`config.mk`:
```
export PLATFORM = sky130hd
export DESIGN_NAME = intdiv_seq
export DESIGN_NICKNAME = d
export VERILOG_FILES = /design/src/rtl/intdiv_seq_pkg.sv /design/src/rtl/intdiv_seq_divstep.sv /design/src/rtl/intdiv_seq.sv
export SDC_FILE = /design/constraint.sdc
export NUM_CORES = 1
export LEC_CHECK = 0
export CAP_MARGIN = 20
export CORE_UTILIZATION = 59
export CTS_CLUSTER_DIAMETER = 50
export CTS_CLUSTER_SIZE = 10
export DETAILED_ROUTE_END_ITERATION = 16
export PLACE_DENSITY = 0.93
export SLEW_MARGIN = 15
export SYNTH_ARGS = -nofsm -noshare
export SYNTH_HDL_FRONTEND = slang
export SYNTH_SLANG_ARGS = --single-unit
```
`constraint.sdc`:
```
create_clock -name clk -period 15.3 [get_ports clk]
set_input_delay 2.295 -clock clk [delete_from_list [all_inputs] [get_ports clk]]
set_output_delay 2.295 -clock clk [all_outputs]
set_load 0.02 [all_outputs]
```
`src/rtl/intdiv_seq_pkg.sv`:
```
// Shared encodings and state type for the sequential integer divider.
package intdiv_seq_pkg;

   localparam logic [2:0] F3_DIV  = 3'b100;
   localparam logic [2:0] F3_DIVU = 3'b101;
   localparam logic [2:0] F3_REM  = 3'b110;
   localparam logic [2:0] F3_REMU = 3'b111;

   typedef enum logic [1:0] {DIV_IDLE, DIV_BUSY, DIV_DONE} divstate_t;

endpackage

```
`src/rtl/intdiv_seq_divstep.sv`:
```
// One restoring division iteration: shift {rem, quot} left and trial-subtract.
module intdiv_seq_divstep #(
   parameter int XLEN = 64
) (
   input  logic [XLEN-1:0] rem_i,
   input  logic [XLEN-1:0] quot_i,
   input  logic [XLEN-1:0] dvsr_i,
   output logic [XLEN-1:0] rem_o,
   output logic [XLEN-1:0] quot_o
);

   logic [XLEN:0]   shifted;
   logic [XLEN-1:0] diff;
   logic            fits;

   always_comb begin
      shifted = {rem_i, quot_i[XLEN-1]};
      fits    = (shifted >= {1'b0, dvsr_i});
      // When the divisor fits the true difference is below 2^XLEN, so modular math is exact
      diff    = shifted[XLEN-1:0] - dvsr_i;
      if (fits) begin
         rem_o  = diff;
         quot_o = {quot_i[XLEN-2:0], 1'b1};
      end else begin
         rem_o  = shifted[XLEN-1:0];
         quot_o = {quot_i[XLEN-2:0], 1'b0};
      end
   end

endmodule

```
`src/rtl/intdiv_seq.sv`:
```
// Sequential radix-2 divider for DIV/DIVU/REM/REMU and the RV64 W forms.
module intdiv_seq
   import intdiv_seq_pkg::*;
#(
   parameter int XLEN = 64
) (
   input  logic            clk,
   input  logic            reset,
   input  logic            IntDivE,
   input  logic [XLEN-1:0] ForwardedSrcAE,
   input  logic [XLEN-1:0] ForwardedSrcBE,
   input  logic [2:0]      Funct3E,
   input  logic            W64E,
   input  logic            StallE,
   input  logic            StallM,
   input  logic            FlushE,
   input  logic            FlushM,
   output logic            DivBusyE,
   output logic [XLEN-1:0] DivResultM
);

   localparam int CW = $clog2(XLEN);

   divstate_t       state_q, state_d;
   logic [CW-1:0]   cnt_q, cnt_d;
   logic [XLEN-1:0] rem_q, rem_d, quot_q, quot_d, dvsr_q, dvsr_d;
   logic            qsign_q, qsign_d, rsign_q, rsign_d;
   logic            rem_sel_q, rem_sel_d, w_q, w_d;
   logic [XLEN-1:0] div_result_q, div_result_d;

   logic            w_e, sgn_op, a_sgn, b_sgn, b_zero;
   logic [31:0]     a32, b32, q32, r32, sel32;
   logic [XLEN-1:0] a_abs, b_abs, quot_init, res;
   logic [XLEN-1:0] step_rem, step_quot, qfix, rfix;

   function automatic logic [31:0] neg32_if(input logic [31:0] v, input logic s);
      return s ? (32'd0 - v) : v;
   endfunction

   function automatic logic [XLEN-1:0] negx_if(input logic [XLEN-1:0] v, input logic s);
      return s ? ({XLEN{1'b0}} - v) : v;
   endfunction

   intdiv_seq_divstep #(.XLEN(XLEN)) u_divstep (
      .rem_i  (rem_q),
      .quot_i (quot_q),
      .dvsr_i (dvsr_q),
      .rem_o  (step_rem),
      .quot_o (step_quot)
   );

   // Operand preparation: magnitudes and signs of the low N bits
   always_comb begin
      w_e    = W64E & (XLEN == 64);
      sgn_op = (Funct3E == F3_DIV) | (Funct3E == F3_REM);
      a32    = ForwardedSrcAE[31:0];
      b32    = ForwardedSrcBE[31:0];
      if (w_e) begin
         a_sgn     = sgn_op & a32[31];
         b_sgn     = sgn_op & b32[31];
         a_abs     = XLEN'(neg32_if(a32, a_sgn));
         b_abs     = XLEN'(neg32_if(b32, b_sgn));
         // Left-align the 32-bit dividend so 32 shifts consume it completely
         quot_init = a_abs << (XLEN - 32);
         b_zero    = (b32 == 32'd0);
      end else begin
         a_sgn     = sgn_op & ForwardedSrcAE[XLEN-1];
         b_sgn     = sgn_op & ForwardedSrcBE[XLEN-1];
         a_abs     = negx_if(ForwardedSrcAE, a_sgn);
         b_abs     = negx_if(ForwardedSrcBE, b_sgn);
         quot_init = a_abs;
         b_zero    = (ForwardedSrcBE == '0);
      end
   end

   always_comb begin
      q32   = neg32_if(quot_q[31:0], qsign_q);
      r32   = neg32_if(rem_q[31:0], rsign_q);
      sel32 = rem_sel_q ? r32 : q32;
      qfix  = negx_if(quot_q, qsign_q);
      rfix  = negx_if(rem_q, rsign_q);
      if (w_q) res = XLEN'($signed(sel32));
      else     res = rem_sel_q ? rfix : qfix;
   end

   always_comb begin
      state_d   = state_q;
      cnt_d     = cnt_q;
      rem_d     = rem_q;
      quot_d    = quot_q;
      dvsr_d    = dvsr_q;
      qsign_d   = qsign_q;
      rsign_d   = rsign_q;
      rem_sel_d = rem_sel_q;
      w_d       = w_q;
      DivBusyE  = 1'b0;
      unique case (state_q)
         DIV_IDLE: begin
            DivBusyE = IntDivE & ~FlushE;
            if (IntDivE & ~FlushE) begin
               cnt_d     = w_e ? CW'(31) : CW'(XLEN - 1);
               dvsr_d    = b_abs;
               rsign_d   = a_sgn;
               rem_sel_d = (Funct3E == F3_REM) | (Funct3E == F3_REMU);
               w_d       = w_e;
               if (b_zero) begin
                  // All-ones quotient is left unsigned; the remainder un-negates back to the dividend
                  quot_d  = '1;
                  rem_d   = a_abs;
                  qsign_d = 1'b0;
                  state_d = DIV_DONE;
               end else begin
                  quot_d  = quot_init;
                  rem_d   = '0;
                  qsign_d = a_sgn ^ b_sgn;
                  state_d = DIV_BUSY;
               end
            end
         end
         DIV_BUSY: begin
            DivBusyE = 1'b1;
            if (FlushE) begin
               state_d = DIV_IDLE;
            end else begin
               rem_d  = step_rem;
               quot_d = step_quot;
               if (cnt_q == '0) state_d = DIV_DONE;
               else             cnt_d   = cnt_q - 1'b1;
            end
         end
         DIV_DONE: begin
            if (FlushE | ~StallE) state_d = DIV_IDLE;
         end
         default: state_d = DIV_IDLE;
      endcase
   end

   always_comb begin
      div_result_d = div_result_q;
      if (FlushM)
         div_result_d = '0;
      else if (~StallM)
         div_result_d = ((state_q == DIV_DONE) & ~FlushE) ? res : '0;
   end

   always_ff @(posedge clk) begin
      if (reset) begin
         state_q      <= DIV_IDLE;
         cnt_q        <= '0;
         div_result_q <= '0;
      end else begin
         state_q      <= state_d;
         cnt_q        <= cnt_d;
         div_result_q <= div_result_d;
      end
   end

   always_ff @(posedge clk) begin
      rem_q     <= rem_d;
      quot_q    <= quot_d;
      dvsr_q    <= dvsr_d;
      qsign_q   <= qsign_d;
      rsign_q   <= rsign_d;
      rem_sel_q <= rem_sel_d;
      w_q       <= w_d;
   end

   assign DivResultM = div_result_q;

endmodule

```
; Word-level counts from Yosys, hierarchy flattened
; Cells that the tools add are included.
; W data, S select, Z words.
[totals]
ff_bits = 268
inputBits = 139
out_inout_bits = 65
elab_cells = 94
[classes]
add_sub_neg = 10
n_lt_le_gt_ge = 1
n_eq_ne = 10
n_mux = 40
n_bitwise = 12
reduce_logical = 10
[ops]
columns = op, n
row1 = $mux W64, 16
row2 = $pmux W64 S2, 2
row3 = $sub A1 B64 Y64 const A, 4
row4 = $mux W32, 6
row5 = $sub A1 B32 Y32 const A, 4
row6 = $ge A65 B64 Y1, 1
row7 = $logic_not A64 Y1, 1
row8 = $sub A64 B64 Y64, 1
row9 = $logic_not A32 Y1, 1
row10 = $mux W6, 4
row11 = $pmux W6 S2, 1
row12 = $mux W2, 5
row13 = $eq A3 B3 Y1 const B, 3
row14 = $ne A2 B2 Y1 const B, 4
row15 = $and A1 B1 Y1, 6
row16 = $logic_not A6 Y1, 1
row17 = $pmux W2 S3, 1
row18 = $reduce_and A3 Y1, 2
row19 = $sub A6 B1 Y6 const B, 1
row20 = $mux W1, 4
row21 = $reduce_and A4 Y1, 1
row22 = $ne A3 B3 Y1 const B, 1
row23 = $or A1 B1 Y1, 3
row24 = $eq A2 B1 Y1 const B, 1
row25 = other kinds (8), 9

; Depth between registers and ports, before layout
; Gate-level depths: netlist of the first run.
[depth]
depth_word = 8
mapped_depth = 17
mapped_depth_nobuf = 15

; By module
; Synthesis of the first run repeated with hierarchy kept, for this count alone.
[unflattened]
cells_unflattened = 2799
area_unflattened_um2 = 23038.3
[by_module_without_submodules]
columns = mod, n_inst, cells_each, area_per_inst_um2
row1 = intdiv_seq, 1, 1978, 17765.8
row2 = intdiv_seq_divstep, 1, 821, 5272.6

; Worst setup path after synthesis of the first run
; OpenSTA, ideal clock, no wires.
[synth_timing]
kind = input-to-reg
from = input port FlushE
to = register cnt_q[4]
t_arrival_ns = 12.807
slack_ns = 2.361
path_stages = 7
n_path_buf = 1
path_cell_list = o21ai_0 -> and2_1 -> clkbuf_1 -> nand2_1 -> nor3_1 -> xnor2_1 -> a21oi_1
[synth_via]
elab_chain_len = 4
[synth_lines]
columns = item, line
row1 = start: declaration, intdiv_seq.sv:16  ; input logic FlushE,
row2 = $not A1 Y1, intdiv_seq.sv:100  ; if (IntDivE & ~FlushE) begin
row3 = $and A1 B1 Y1, intdiv_seq.sv:100
row4 = $ne A2 B2 Y1 (no line), --
row5 = $reduce_and A4 Y1 (no line) (*), --
row6 = end signal: assignment, intdiv_seq.sv:153  ; cnt_q <= cnt_d;
row7 = end: declaration, intdiv_seq.sv:25  ; logic [CW-1:0] cnt_q, cnt_d;
; Mark *: on every way between the ends. The rest lies on a longest branch, timed or not.
; A chain may end at the register's enable or synchronous reset.

; Final worst setup path of the first run
[layout_timing]
from = input port FlushE
to = output port DivBusyE
[layout_via]
elab_chain_len = 3
[layout_lines]
columns = item, line
row1 = $not A1 Y1, intdiv_seq.sv:99  ; DivBusyE = IntDivE & ~FlushE;
row2 = $and A1 B1 Y1, intdiv_seq.sv:99
row3 = $pmux W1 S2, intdiv_seq.sv:97  ; unique case (state_q)
row4 = end: declaration, intdiv_seq.sv:18  ; output logic DivBusyE,
; Every way passes these cells.

==> results.ini, run 1 <==
[placed_design]
detailed_place_hpwl_um = 57200
port_buffers = 203
postPlaceCellArea_mm2 = 0.0239
gp_congestion = 1.06

[clock_tree]
cts-resized-gates = 0
htree_levels = 2
cts-buffers-inserted = 37
cts_hold_buf = 0
ctsLongestPathBuffers = 3
cts_tree = built
ctsRootBufferMaster = clkbuf_16
cts_setup_buffers = 0
cts.sinks = 268
clkTransAtPathRegs_ps = 50
insertion_delay_ps = 550

[timing]
drv_slew = 0
setup_viol = 0
final-hold-violation-count = 0
fin_crit_sh = 0.402
fin_setup_tns_ps = 0
hold_slack_ps = 448
finalCriticalPeriod_ps = 6150
relSlewSlack = 0.291
skew_ps = 12.9
fmax_ghz = 0.163
worst_slew_pin_slew_ps = 1060
grt_setup_unrepaired = false

[grt]
grt_pass1_wl_um = 111000
grt_max_degree = 101
antenna_found_initial = 4
overflow = 0
grt_usage = 0.383
first_global_vias = 19272

[route]
drt_pre_antenna_iters = 6
routed_wl_um = 73400
wl_per_cell_um = 22.7
ant_nets = 0
via_per_inst = 6.49
drt_iter0_drc = 2305
post-route-drc-count = 0
vias = 21026

[floorplan]
die_w_um = 194
start_util = 0.605
ios = 204
row_count = 69
core_mm2 = 0.0359
die_area_mm2 = 0.0376
dieHeight_um = 194

[worst_hold_path]
hold_path.class = flip-flop to flip-flop
min_from = DivResultM[59]

[worst_setup_path]
cp-start-kind = input pin
critPathMostFrequentCell = clkdlybuf4s50_1
startpoint = FlushE
slowest_stage = clkdlybuf4s50_1
endpoint_kind = output port
timing.rr.start = quot_q[63]
arrival_ps = 3860
critPathBufInv = 3
worstSetupPathType = input pin to output port
critPathRequiredTime_ps = 13010
cp_top_family = buffers and inverters
critPathMaxFanout = 4
crit_path_max_incr_delay_ps = 640
crit_chain = clkdlybuf4s50_1 > inv_1 > nand2_1 > a21oi_1 > clkdlybuf4s50_1

[yosys]
synthMuxAreaShare = 0.0152
post_synth_xor_area_fraction = 0.136
syn_area_mm2 = 0.0217
synth_top_family_by_area = compound AO/OA/AOI/OAI gates
synthAdderAreaFrac = 0.0413
synthFlopType = edfxtp_1
synth_area_per_cell_um2 = 8.19
ys_types = 76
syn_inst = 2653
ys_seq_area_frac = 0.337
synth_warnings = 0
syn_nets = 2863
ys_async_sr_fraction = 0
ys_ff_latch = 268
yosys.area_share.simple = 0.190
synth_compound_area_frac = 0.236
synth_edf_count = 196

[cells_and_area]
nets = 2969
drive_gt1_frac = 0.0411
area_growth_syn_to_layout_pct = 15.2
fin_area_mm2 = 0.0250

[run]
cap_viol_max_count = 0

[power_and_ir_drop]
p_leak_uw = 0.00907
powerDensity_mw_per_mm2 = 88.9
peakVddDrop_uv = 75.3

[run_status]
status = completed

final timing paths:
check,end,slack [ps],depth (start not counted)
worst max-delay path,DivBusyE,9150,5
worst min-delay path,DivResultM[59],450,2
worst max register to register,rem_q[56],10470,15
worst min register to register,DivResultM[59],450,2
kinds of logic after synthesis:
kind of cell,count (synthesis)
buffers and inverters,257
and+or+nand+nor,876
AOI/OAI and AO/OA,812
xor gates and xnor gates,336
adders and majority gates,71
DFF,268
muxes,33
sequential cells by signal, indices dropped and copies added (netlist names):
signal and cells:
w_q 1, rem_q 64, state_q 2, rsign_q 1, qsign_q 1, rem_sel_q 1
DivResultM 64, quot_q 64, cnt_q 6, dvsr_q 64
per-layer routing:
layer / global-route usage / vias to the layer above / part of all wire
met2: 0.576 / 1215 / 0.43
li1: - / 9860 / -
met5: 0 / - / 0.00035
met1: 0.537 / 9813 / 0.42
met3: 0.0831 / 134 / 0.11
met4: 0.149 / 4 / 0.037
layout make-up:
class                   count  area [um^2]
multi-input cells        2128        13500
diodes                      2         5.00
well taps                 461          577
repair buffers            227         2210
inverters                  97          364
flip-flops and latches    268         7330
clock inverters             7         78.8
clock buffers              48          998
fillers                  2807        10900
stage by stage:
step                worst slack (ps)  utilization  total power (uW)  instances
floorplan                       2360            -              1250       2653
global placement                8740        0.666              1420       3180
detailed placement              8670        0.666              1440       3180
CTS                             9160        0.696              2210       3235
global route                    8940        0.697              2300       3237
finish                          9150        0.697              2220       3238
placed cells by master (no fill, tap or decap), types with 15 or more instances in the layout:
cell type / instances
xnor2_1: 188
mux2i_1: 33
clkdlybuf4s50_1: 202
nor4_1: 24
a22oi_1: 26
buf_4: 24
a31oi_1: 15
o21a_1: 34
nor3_1: 56
nand2_1: 274
o21ai_0: 182
edfxtp_1: 196
nor2_1: 275
clkbuf_16: 38
xor2_1: 148
or4_1: 20
o41ai_1: 23
dfxtp_1: 72
or3_1: 48
or2_2: 18
o31ai_1: 61
o22ai_1: 50
o22a_1: 16
a211oi_1: 15
nand4_1: 25
inv_1: 94
nand2b_1: 18
and3_1: 15
a21oi_1: 227
ha_1: 70
o211ai_1: 47
nand3_1: 33
and2_1: 19
a21o_1: 50
tightest hold or removal path: cells and delay by family, from the launching register on:
kind / cells / cell delay (ps)
flip-flops: 1 / 300
AND/OR/NAND/NOR: 2 / 110
power breakdown:
part | leakage, uW | total [uW] | switching, uW | internal (uW)
Sequential | 0.00245 | 882 | 50.9 | 832
Clock | 0.000526 | 781 | 308 | 473
Combinational | 0.00609 | 562 | 343 | 219
synth_stat cells, drive strengths merged, types with 4 or more instances:
library cell  number  area [um^2]
nor4              25          163
o21ai            185          926
and2              20          125
or4               21          161
a22oi             26          195
o211ai            47          353
or2               18          113
a21o              50          375
o21bai             9         67.6
inv               96          360
nor3b              7         52.6
nor3              56          280
o41ai             23          201
clkbuf           147          552
ha                70          876
mux2i             33          330
and4               6         52.6
a21oi            227         1140
buf               13         52.6
xnor2            188         1650
o31ai             62          479
o31a               4         36.3
or3               55          379
o22ai             50          313
o221ai             6         58.8
o22a              16          140
o21a              34          255
nand4             25          156
nand2            274         1030
dfxtp             72         1440
nor2b              9         56.3
a31oi             15         93.8
nand3             33          165
a21boi            11         82.6
a211oi            15          113
a22o               5         43.8
edfxtp           196         5890
nand3b             8         60.1
and3              15         93.8
nand2b            19          119
nor2             276         1040
xor2             148         1300
Power figures use the tool's default switching activity.
==> run 2, diff against run 1 <==
--- a/config.mk
+++ b/config.mk
@@ -6,11 +6,11 @@
 export NUM_CORES = 1
 export LEC_CHECK = 0
 export CAP_MARGIN = 20
-export CORE_UTILIZATION = 59
+export CORE_UTILIZATION = 54
 export CTS_CLUSTER_DIAMETER = 50
 export CTS_CLUSTER_SIZE = 10
 export DETAILED_ROUTE_END_ITERATION = 16
-export PLACE_DENSITY = 0.93
+export PLACE_DENSITY = 0.9
 export SLEW_MARGIN = 15
 export SYNTH_ARGS = -nofsm -noshare
 export SYNTH_HDL_FRONTEND = slang
==> constraint.sdc (replaced) <==
create_clock -name clk -period 5.6 [get_ports clk]
set_input_delay 0.84 -clock clk [delete_from_list [all_inputs] [get_ports clk]]
set_output_delay 0.84 -clock clk [all_outputs]
set_load 0.02 [all_outputs]
==> results.ini, run 2 (same netlist as run 1, synthesis figures left out) <==
[run_status]
status = completed

[clock_tree]
ctsRootBufferMaster = clkbuf_16
cts_setup_buffers = 0  ; unchanged
cts.sinks = 268  ; unchanged
htree_levels = 2  ; unchanged
clkTransAtPathRegs_ps = 60  ; about the same
cts-resized-gates = 0  ; unchanged
cts_hold_buf = 0  ; unchanged
cts_tree = built
ctsLongestPathBuffers = 3  ; unchanged
cts-buffers-inserted = 39  ; +5.4%
insertion_delay_ps = 560  ; about the same

[timing]
grt_setup_unrepaired = false
final-hold-violation-count = 0  ; unchanged
hold_slack_ps = 448  ; +0.105 ps
fin_crit_sh = 0.813
drv_slew = 0  ; unchanged
fin_setup_tns_ps = 0  ; unchanged
fmax_ghz = 0.220
relSlewSlack = 0.299  ; +0.00849
setup_viol = 0  ; unchanged
finalCriticalPeriod_ps = 4550
skew_ps = 21.6  ; +8.70 ps
worst_slew_pin_slew_ps = 1050  ; -12.7 ps

[worst_hold_path]
min_from = DivResultM[44]
hold_path.class = flip-flop to flip-flop
holdPathStages = 2  ; unchanged
min_to = DivResultM[44]

[floorplan]
ios = 204  ; unchanged
core_mm2 = 0.0397  ; +11%
start_util = 0.547  ; -0.0581
die_area_mm2 = 0.0410  ; +9.2%
row_count = 73  ; +5.8%
die_w_um = 203  ; +4.5%
dieHeight_um = 203  ; +4.5%

[power_and_ir_drop]
peakVddDrop_uv = 160  ; +110%
powerDensity_mw_per_mm2 = 249  ; +180%
p_leak_uw = 0.00917  ; +1.1%

[worst_setup_path]
crit_chain = ha_1 > a21o_1 > a21o_1 > a21oi_1 > nor2_1 > a2111oi_0 > o211ai_1 > o21ai_4 > and2_1 > a22oi_1 > o21ai_0
critPathMaxFanout = 29  ; +25
reg2reg_slack_ps = 1050  ; -9420 ps
endpoint_kind = flip-flop
arrival_ps = 4950  ; +1090 ps
startpoint = rem_q[49]
r2r-end = rem_q[48]
critPathMostFrequentCell = a21o_1
critPathRequiredTime_ps = 6000  ; -7010 ps
timing.rr.start = rem_q[49]
cp_top_family = compound AO/OA/AOI/OAI gates
crit_path_max_incr_delay_ps = 690  ; +50 ps
cp-start-kind = flip-flop
rr_worst_depth = 11  ; -4
critPathBufInv = 0  ; -3
slowest_stage = and2_1
worstSetupPathType = flip-flop to flip-flop

[placed_design]
gp_congestion = 1.04  ; -1.7%
port_buffers = 203  ; unchanged
detailed_place_hpwl_um = 57400  ; +0.26%

[grt]
grt_max_degree = 129  ; +28%
overflow = 0  ; unchanged
first_global_vias = 19125  ; -0.76%
antenna_found_initial = 2  ; -2
grt_usage = 0.353  ; -0.0303
grt_pass1_wl_um = 111000  ; about the same

[route]
post-route-drc-count = 0  ; unchanged
wl_per_cell_um = 22.2  ; -2.1%
via_per_inst = 6.32  ; -2.7%
drt_pre_antenna_iters = 6  ; unchanged
ant_nets = 0  ; unchanged
vias = 20967  ; -0.28%
drt_iter0_drc = 2459  ; +6.7%
routed_wl_um = 73600  ; +0.29%

[cells_and_area]
drive_gt1_frac = 0.0455  ; +0.00439
nets = 2978  ; +0.30%
diodes = 0  ; -2
final_common_cell = nor2_1
final_cell_mix = 275 x nor2_1, 274 x nand2_1, 227 x a21oi_1
area_growth_syn_to_layout_pct = 16.7

[run]
cap_viol_max_count = 0  ; unchanged

[run 2: tightest hold or removal path, cell delays in order, from the launching register on]
cell and delay (ps):
dfxtp_1 310, nand2_1 50, nand2_1 50
[run 2: how the worst max path moves through the flow]
stage                           end  slack, ps  cells after the start
after floorplan            cnt_q[4]        160                      7
after global placement    rem_q[32]        650                     10
final                     rem_q[48]       1050                     11
after CTS                 rem_q[39]       1110                     10
after global routing      rem_q[39]        800                     10
after detailed placement  rem_q[39]        560                     10
[run 2: area by class of cell]
cell class                 instances  area (um^2)
sequential                       268         7330
fill                            3377        14400
clock buffer                      54         1100
timing repair buffer             234         2290
multi-input combinational       2128        13500
tap                              525          657
clock inverter                    12          134
inverter                          97          364
[run 2: power by group]
part           internal, uW  switching (uW)  leakage [uW]
clock                  1460             909      0.000586
combinational           604             931       0.00613
sequential             2270             144       0.00245
[run 2: layer usage]
metal | up-vias | global-route usage | part of all wire
met2 | 1135 | 0.537 | 0.43
met5 | - | 0 | 0.00018
met4 | 2 | 0.133 | 0.038
met3 | 137 | 0.0764 | 0.11
met1 | 9824 | 0.490 | 0.42
li1 | 9869 | - | -
[run 2: per-stage QoR]
stage	instances	area (um^2)	worst slack [ps]	utilization	total power, uW
2_1_floorplan	2653	21700	156	-	3410
3_3_place_gp	3252	24100	649	0.607	3900
3_5_place_dp	3252	24100	559	0.607	3930
4_1_cts	3318	25300	1110	0.638	6280
5_1_grt	3318	25300	797	0.638	6530
6_report	3318	25300	1050	0.638	6320
